## config.mk

```make
export PLATFORM = sky130hd
export DESIGN_NAME = conv_window_reader
export DESIGN_NICKNAME = d
export VERILOG_FILES = /design/src/rtl/conv_window_reader.sv
export SDC_FILE = /design/constraint.sdc
export NUM_CORES = 1
export LEC_CHECK = 0
export ABC_AREA = 1
export CAP_MARGIN = 25
export CORE_MARGIN = 2
export CORE_UTILIZATION = 35
export DETAILED_ROUTE_END_ITERATION = 8
export SLEW_MARGIN = 30
export SYNTH_ARGS = -nofsm -noshare
export SYNTH_HDL_FRONTEND = slang
export SYNTH_SLANG_ARGS = --single-unit
```

## constraint.sdc

```tcl
create_clock -name clk -period 12.9 [get_ports clk]
set_clock_uncertainty 0.1 [all_clocks]
set_input_delay 2.58 -clock clk [delete_from_list [all_inputs] [get_ports clk]]
set_output_delay 2.58 -clock clk [all_outputs]
set_load 0.05 [all_outputs]
```

## src/rtl/conv_window_reader.sv

```systemverilog
// conv_window_reader
//
// Purpose: scans every KxK convolution window (stride 1, no padding) of an
// IMG_H x IMG_W int-WIDTH feature map that sits row-major in a shared
// dual-port RAM starting at BASE_ADDR. Each window is fetched one pixel per
// cycle over a single RAM port, packed into win_data and offered to the MAC
// stage over a valid/ready handshake. done pulses once after the final window
// has been accepted.
//
// Ports:
//   clk, rst            rising-edge clock, asynchronous active-high reset
//   start               one-cycle pulse; only honoured while idle
//   busy                high while a frame scan is in progress
//   ram_en/ram_we       RAM read strobe / write enable (write is always 0)
//   ram_addr            RAM read address (0 whenever no read is issued)
//   ram_dout            RAM read data, one cycle after the read
//   win_data            packed window, tap (i,j) at [WIDTH*(i*K+j) +: WIDTH]
//   win_row/win_col     top-left output coordinate of the current window
//   win_valid/win_ready window handshake
//   done                one-cycle pulse after the last window transfer
module conv_window_reader #(
  parameter int WIDTH     = 4,
  parameter int ADDR_BIT  = 10,
  parameter int IMG_W     = 28,
  parameter int IMG_H     = 28,
  parameter int K         = 3,
  parameter int BASE_ADDR = 0
) (
  input  logic                  clk,
  input  logic                  rst,
  input  logic                  start,
  output logic                  busy,
  output logic                  ram_en,
  output logic                  ram_we,
  output logic [ADDR_BIT-1:0]   ram_addr,
  input  logic [WIDTH-1:0]      ram_dout,
  output logic [K*K*WIDTH-1:0]  win_data,
  output logic [ADDR_BIT-1:0]   win_row,
  output logic [ADDR_BIT-1:0]   win_col,
  output logic                  win_valid,
  input  logic                  win_ready,
  output logic                  done
);

  localparam int TW = (K > 1) ? $clog2(K) : 1;
  localparam int WW = K * K * WIDTH;

  localparam logic [2:0] S_IDLE  = 3'd0;
  localparam logic [2:0] S_FETCH = 3'd1;
  localparam logic [2:0] S_DRAIN = 3'd2;
  localparam logic [2:0] S_OUT   = 3'd3;
  localparam logic [2:0] S_FIN   = 3'd4;

  localparam logic [ADDR_BIT-1:0] LAST_R  = ADDR_BIT'(IMG_H - K);
  localparam logic [ADDR_BIT-1:0] LAST_C  = ADDR_BIT'(IMG_W - K);
  localparam logic [TW-1:0]       TAP_MAX = TW'(K - 1);

  // The whole map must fit in the address space, and the window must be at
  // least 2x2 so the capture shift register has a real tail to shift.
  if ((longint'(BASE_ADDR) + longint'(IMG_H) * longint'(IMG_W)) > (longint'(1) << ADDR_BIT)) begin : g_addr_check
    $error("conv_window_reader: BASE_ADDR + IMG_H*IMG_W exceeds 2**ADDR_BIT");
  end
  if (K < 2 || K > IMG_W || K > IMG_H) begin : g_k_check
    $error("conv_window_reader: K must be >= 2 and fit inside the map");
  end

  logic [2:0]          state_q, state_d;
  logic [ADDR_BIT-1:0] r_q, r_d;
  logic [ADDR_BIT-1:0] c_q, c_d;
  logic [TW-1:0]       i_q, i_d;
  logic [TW-1:0]       j_q, j_d;
  logic                rd_pend_q, rd_pend_d;
  logic [WW-1:0]       win_data_q, win_data_d;
  logic [ADDR_BIT-1:0] fetch_addr;

  // Tap address for the pixel currently being fetched. i/j are the tap row
  // and column inside the window, stepped as counters so no divider is needed.
  always_comb begin
    fetch_addr = ADDR_BIT'(BASE_ADDR)
               + (r_q + ADDR_BIT'(i_q)) * ADDR_BIT'(IMG_W)
               + c_q + ADDR_BIT'(j_q);
  end

  // Next-state logic. Read data arrives one cycle after the strobe, so a
  // pending flag follows ram_en and each returning pixel is shifted in from
  // the top; after K*K shifts tap 0 has reached the least significant slot.
  // Captures only happen in FETCH and DRAIN, so win_data is frozen in OUT.
  always_comb begin
    state_d    = state_q;
    r_d        = r_q;
    c_d        = c_q;
    i_d        = i_q;
    j_d        = j_q;
    rd_pend_d  = (state_q == S_FETCH);
    win_data_d = win_data_q;
    if (rd_pend_q) begin
      win_data_d = {ram_dout, win_data_q[WW-1:WIDTH]};
    end

    case (state_q)
      S_IDLE: begin
        if (start) begin
          state_d = S_FETCH;
          r_d     = '0;
          c_d     = '0;
          i_d     = '0;
          j_d     = '0;
        end
      end
      S_FETCH: begin
        if (j_q == TAP_MAX) begin
          j_d = '0;
          if (i_q == TAP_MAX) begin
            i_d     = '0;
            state_d = S_DRAIN;
          end else begin
            i_d = i_q + 1'b1;
          end
        end else begin
          j_d = j_q + 1'b1;
        end
      end
      S_DRAIN: begin
        state_d = S_OUT;
      end
      S_OUT: begin
        if (win_ready) begin
          if (r_q == LAST_R && c_q == LAST_C) begin
            state_d = S_FIN;
          end else begin
            state_d = S_FETCH;
            if (c_q == LAST_C) begin
              c_d = '0;
              r_d = r_q + 1'b1;
            end else begin
              c_d = c_q + 1'b1;
            end
          end
        end
      end
      S_FIN: begin
        state_d = S_IDLE;
      end
      default: begin
        state_d = S_IDLE;
      end
    endcase
  end

  // State and datapath registers; reset drops any partial window.
  always_ff @(posedge clk or posedge rst) begin
    if (rst) begin
      state_q    <= S_IDLE;
      r_q        <= '0;
      c_q        <= '0;
      i_q        <= '0;
      j_q        <= '0;
      rd_pend_q  <= 1'b0;
      win_data_q <= '0;
    end else begin
      state_q    <= state_d;
      r_q        <= r_d;
      c_q        <= c_d;
      i_q        <= i_d;
      j_q        <= j_d;
      rd_pend_q  <= rd_pend_d;
      win_data_q <= win_data_d;
    end
  end

  // Outputs are pure decodes of the state; the address is gated so the bus
  // idles at zero instead of showing BASE_ADDR when no read is issued.
  always_comb begin
    busy      = (state_q == S_FETCH) || (state_q == S_DRAIN) || (state_q == S_OUT);
    ram_en    = (state_q == S_FETCH);
    ram_we    = 1'b0;
    ram_addr  = ram_en ? fetch_addr : '0;
    win_valid = (state_q == S_OUT);
    done      = (state_q == S_FIN);
    win_data  = win_data_q;
    win_row   = r_q;
    win_col   = c_q;
  end

endmodule

```

==> implementation parameters <==
Parameter                              Value

Clock tree
  Clock-pin slew on the worst setup and hold paths ... approximately 50 ps
  Clock tree root driver cell ... sky130_fd_sc_hd__clkbuf_16
  CTS Hold Buffers Added ... 0
  Clock buffer count from CTS ... 9
  Clock sink count ... 64
  # resized after CTS ... 0
  Post-CTS Repair Setup Buffers ... 0
  Clock tree from TritonCTS ... done
  Latest clock arrival within the worst-skew pair ... approximately 330 ps
  Maximum root-to-sink buffer count ... 2
  H-tree level count ... 3

Power
  Power density cells ... 278 mW/mm^2
  Seq pwr share ... 0.250
  Proportion of power drawn by combinational gates ... 0.566
  Switching pwr ... 0.727 mW
  Share of power burned in the clock network ... 0.184
  Max VDD drop ... between 0.15 and 0.2 mV
  Switching power as a share of total power ... 0.502
  Static leakage ... between 2 and 2.5 nW
  Internal Power ... 0.721 mW

Yosys
  Most common cell in the netlist ... sky130_fd_sc_hd__nand2_1
  Number of distinct library cells after synthesis ... 39
  Number of instances in the synthesized netlist ... 506
  Post-synthesis net count ... roughly 540
  Share of synthesized area occupied by flip-flops and latches ... 0.400
  Post-synth EDFFs ... 0
  Total standard cell area after synthesis ... roughly 0.004 mm^2
  Share of flip-flops with an asynchronous set or reset ... 1.00
  Dominant synthesized flop cell ... sky130_fd_sc_hd__dfrtp_1
  Post-synthesis register bit count ... 64
  Cells taking the most area after synthesis ... sky130_fd_sc_hd__dfrtp_1 40%, sky130_fd_sc_hd__nand2_1 8.9%, sky130_fd_sc_hd__ha_1 7.5%
  Area share of the largest cell type after synthesis ... 0.400
  Mean instance size in the synthesized netlist ... 7.92 um^2
  Largest area contributor in the synthesized netlist ... sky130_fd_sc_hd__dfrtp_1
  Ranking of synthesized cells by instance count ... 95 x sky130_fd_sc_hd__nand2_1, 67 x sky130_fd_sc_hd__inv_1, 64 x sky130_fd_sc_hd__dfrtp_1
  Syn. warnings ... 0

Routing
  Overall routed net length ... approximately 10000 um
  Mean routed wirelength per cell ... 13.4 um
  Detailed-route vias per instance ... ~4.9
  Number of detailed-route iterations in the first pass ... 4
  Number of antenna-violating nets in the routed design ... 0
  Drt drc ... 0
  Iteration-0 DRC count of the detailed router ... around 230
  Vias after detailed routing ... 3574

Critical path
  Count of cells along the worst register-to-register path ... 7
  Required time worst endpoint ... about 10000 ps
  Critical path class ... reg2out
  Signal arrival time at the worst endpoint ... between 5000 and 6000 ps
  Setup crit start kind ... register
  Crit. End Element ... output pin
  Max FO, Critical Path ... 9

STA
  Actual slew at the worst max-slew pin ... 867 ps
  Post-route clock period utilization ... 0.638
  # setup viols final ... 0
  Setup TNS ... 0 ps
  Maximum clock frequency ... between 100 and 150 MHz
  Setup repair after global routing missed its margin ... no
  Min setup slack post-route ... between 4000 and 5000 ps
  Max-slew violation count ... 0
  Headroom to the max-slew limit ... 0.420
  Final critical delay including setup and external delays ... between 8000 and 9000 ps
  Final hold violations ... 0

Worst hold path
  Worst hold path type ... reg2reg
  WHS Path Cells ... 2

Layout
  Non-Filler Instances ... between 700 and 800
  Seq. cell area ... 0.00161 mm^2
  Count of nets after finishing ... 617
  Filler cell count in the final layout ... about 1.1k
  Layout area overhead ... 30.2%
  Finished layout cell area ... ~0.0052 mm^2
  Multi-input combinational cell area ... about 0.0021 mm^2
  Layout cells sized above 1 ... 0.0632
  Total inserted antenna cells ... 0

Global routing
  Number of antenna violations at the first check in global routing ... 0
  Via count of the first global-routing pass ... ~3.4k
  Pin count of the biggest net entering global routing ... 69
  Global-route wire length before repair ... between 15000 and 20000 um
  Global route overflow ... 0
  Total Routing Usage GR ... 0.164

Floorplanning
  Starting Density ... 0.356
  Die area ... 0.0123 mm^2
  Die extent in y ... about 110 um
  Number of ports placed on the die boundary ... 79
  Floorplan core area ... 0.0113 mm^2
  Floorplan die width ... 111 um
  Number of core rows ... 39

Status
  Status ... finished clean

Placement
  Weighted congestion reported at the end of routability-driven placement ... approximately 0.9
  Cell Count Post-Placement ... roughly 700
  Half-perimeter wire length after detailed placement ... slightly above 7000 um
  Worst slack at placement ... ~5000 ps
  Total cell area at the placement stage ... approximately 0.005 mm^2
  Input/output buffers ... 77

Flow run
  Count of max-cap constraint violations ... 0
-- cell usage in the layout (no fill, tap or decap), types with 3 or more instances in the layout --
| cell | synthesis | routed |
|---|---|---|
| sky130_fd_sc_hd__ha_1 | 24 | 24 |
| sky130_fd_sc_hd__nor3_1 | 9 | 9 |
| sky130_fd_sc_hd__o31ai_1 | 6 | 6 |
| sky130_fd_sc_hd__inv_2 | 4 | 5 |
| sky130_fd_sc_hd__a21o_1 | 4 | 4 |
| sky130_fd_sc_hd__xnor2_1 | 4 | 4 |
| sky130_fd_sc_hd__fa_1 | 5 | 5 |
| sky130_fd_sc_hd__nand4_1 | 11 | 11 |
| sky130_fd_sc_hd__o21ai_1 | 5 | 5 |
| sky130_fd_sc_hd__clkdlybuf4s50_1 | 0 | 77 |
| sky130_fd_sc_hd__a31oi_1 | 3 | 3 |
| sky130_fd_sc_hd__xor2_1 | 15 | 15 |
| sky130_fd_sc_hd__a21oi_1 | 36 | 36 |
| sky130_fd_sc_hd__nor2_2 | 3 | 3 |
| sky130_fd_sc_hd__nor2_1 | 50 | 50 |
| sky130_fd_sc_hd__mux2_2 | 4 | 4 |
| sky130_fd_sc_hd__inv_1 | 67 | 66 |
| sky130_fd_sc_hd__dfrtp_1 | 64 | 63 |
| sky130_fd_sc_hd__clkbuf_16 | 0 | 9 |
| sky130_fd_sc_hd__o21ai_0 | 35 | 35 |
| sky130_fd_sc_hd__nand3_1 | 31 | 31 |
| sky130_fd_sc_hd__nand2_1 | 95 | 95 |
-- stage by stage --
| step | hold slack [ps] | util | total power, mW |
|---|---|---|---|
| floorplan | 374 | - | 0.930 |
| global placement | 393 | 0.433 | 1.17 |
| detailed placement | 399 | 0.433 | 1.19 |
| CTS | 411 | 0.463 | 1.46 |
| global route | 444 | 0.463 | 1.54 |
| finish | 407 | 0.463 | 1.45 |
-- flip-flops by register name, summed over array words and instances, names as in the netlist --
signal	count
win_row	10
win_data	36
i_q	2
state_q	3
j_q	2
rd_pend_q	1
win_col	10
-- worst max-delay path, cell delays in order, from the launching register on --
cell	delay, ps
sky130_fd_sc_hd__dfrtp_1	480
sky130_fd_sc_hd__ha_1	290
sky130_fd_sc_hd__fa_1	460
sky130_fd_sc_hd__xor2_1	450
sky130_fd_sc_hd__xnor2_1	180
sky130_fd_sc_hd__inv_1	60
sky130_fd_sc_hd__ha_1	180
sky130_fd_sc_hd__a21o_1	160
sky130_fd_sc_hd__ha_1	350
sky130_fd_sc_hd__a21o_1	220
sky130_fd_sc_hd__a31oi_1	170
sky130_fd_sc_hd__xor2_1	160
sky130_fd_sc_hd__inv_1	60
sky130_fd_sc_hd__ha_1	340
sky130_fd_sc_hd__inv_1	90
sky130_fd_sc_hd__nor3_1	240
sky130_fd_sc_hd__nand3_1	90
sky130_fd_sc_hd__and3_1	200
sky130_fd_sc_hd__nand3_1	80
sky130_fd_sc_hd__nand2_1	50
sky130_fd_sc_hd__nor2_1	110
sky130_fd_sc_hd__clkdlybuf4s50_1	800
-- power by group through the flow --
stage          clock network (mW)  registers, mW  logic, mW
6_report                    0.267          0.362      0.819
5_1_grt                     0.284          0.378      0.880
4_1_cts                     0.273          0.362      0.828
3_5_place_dp                    0          0.365      0.822
3_3_place_gp                    0          0.362      0.812
2_1_floorplan                   0          0.546      0.384
-- final timing paths --
check / start / to / slack (ps)
max: win_row[0]$_DFFE_PP0P_ / ram_addr[9] / 4670
min: win_data[28]$_DFFE_PP0P_ / win_data[24]$_DFFE_PP0P_ / 410
max reg2reg: state_q[1]$_DFFE_PP0P_ / i_q[0]$_DFFE_PP0P_ / 10510
min reg2reg: win_data[28]$_DFFE_PP0P_ / win_data[24]$_DFFE_PP0P_ / 410
max in group asynchronous: rst / rd_pend_q$_DFF_PP0_ / 9380
min in group asynchronous: rst / win_row[5]$_DFFE_PP0P_ / 2700
-- routing by layer --
layer | share of wire | track usage | vias up
li1 | - | - | 1810
met2 | 0.46 | 0.256 | 96
met4 | 0.016 | 0.0608 | 0
met5 | 0 | 0 | -
met3 | 0.052 | 0.0399 | 15
met1 | 0.47 | 0.221 | 1653
-- cells by family after synthesis --
logic type / after synthesis / synth area share
buf+inv: 86 / 0.0877
mux: 4 / 0.0112
xor+xnor: 19 / 0.0415
simple gates: 209 / 0.231
fa+ha+maj: 29 / 0.0999
compound gates: 94 / 0.128
other cells: 1 / 0.000936
flops: 64 / 0.400
-- cell type report --
type                            count  area share
Inverter                           71      0.0511
Tap cell                          143      0.0343
Clock inverter                      4      0.0146
Multi-Input combinational cell    356       0.394
Clock buffer                       12      0.0492
Timing Repair Buffer               78       0.149
Sequential cell                    64       0.308
Power figures use the tool's default switching activity.
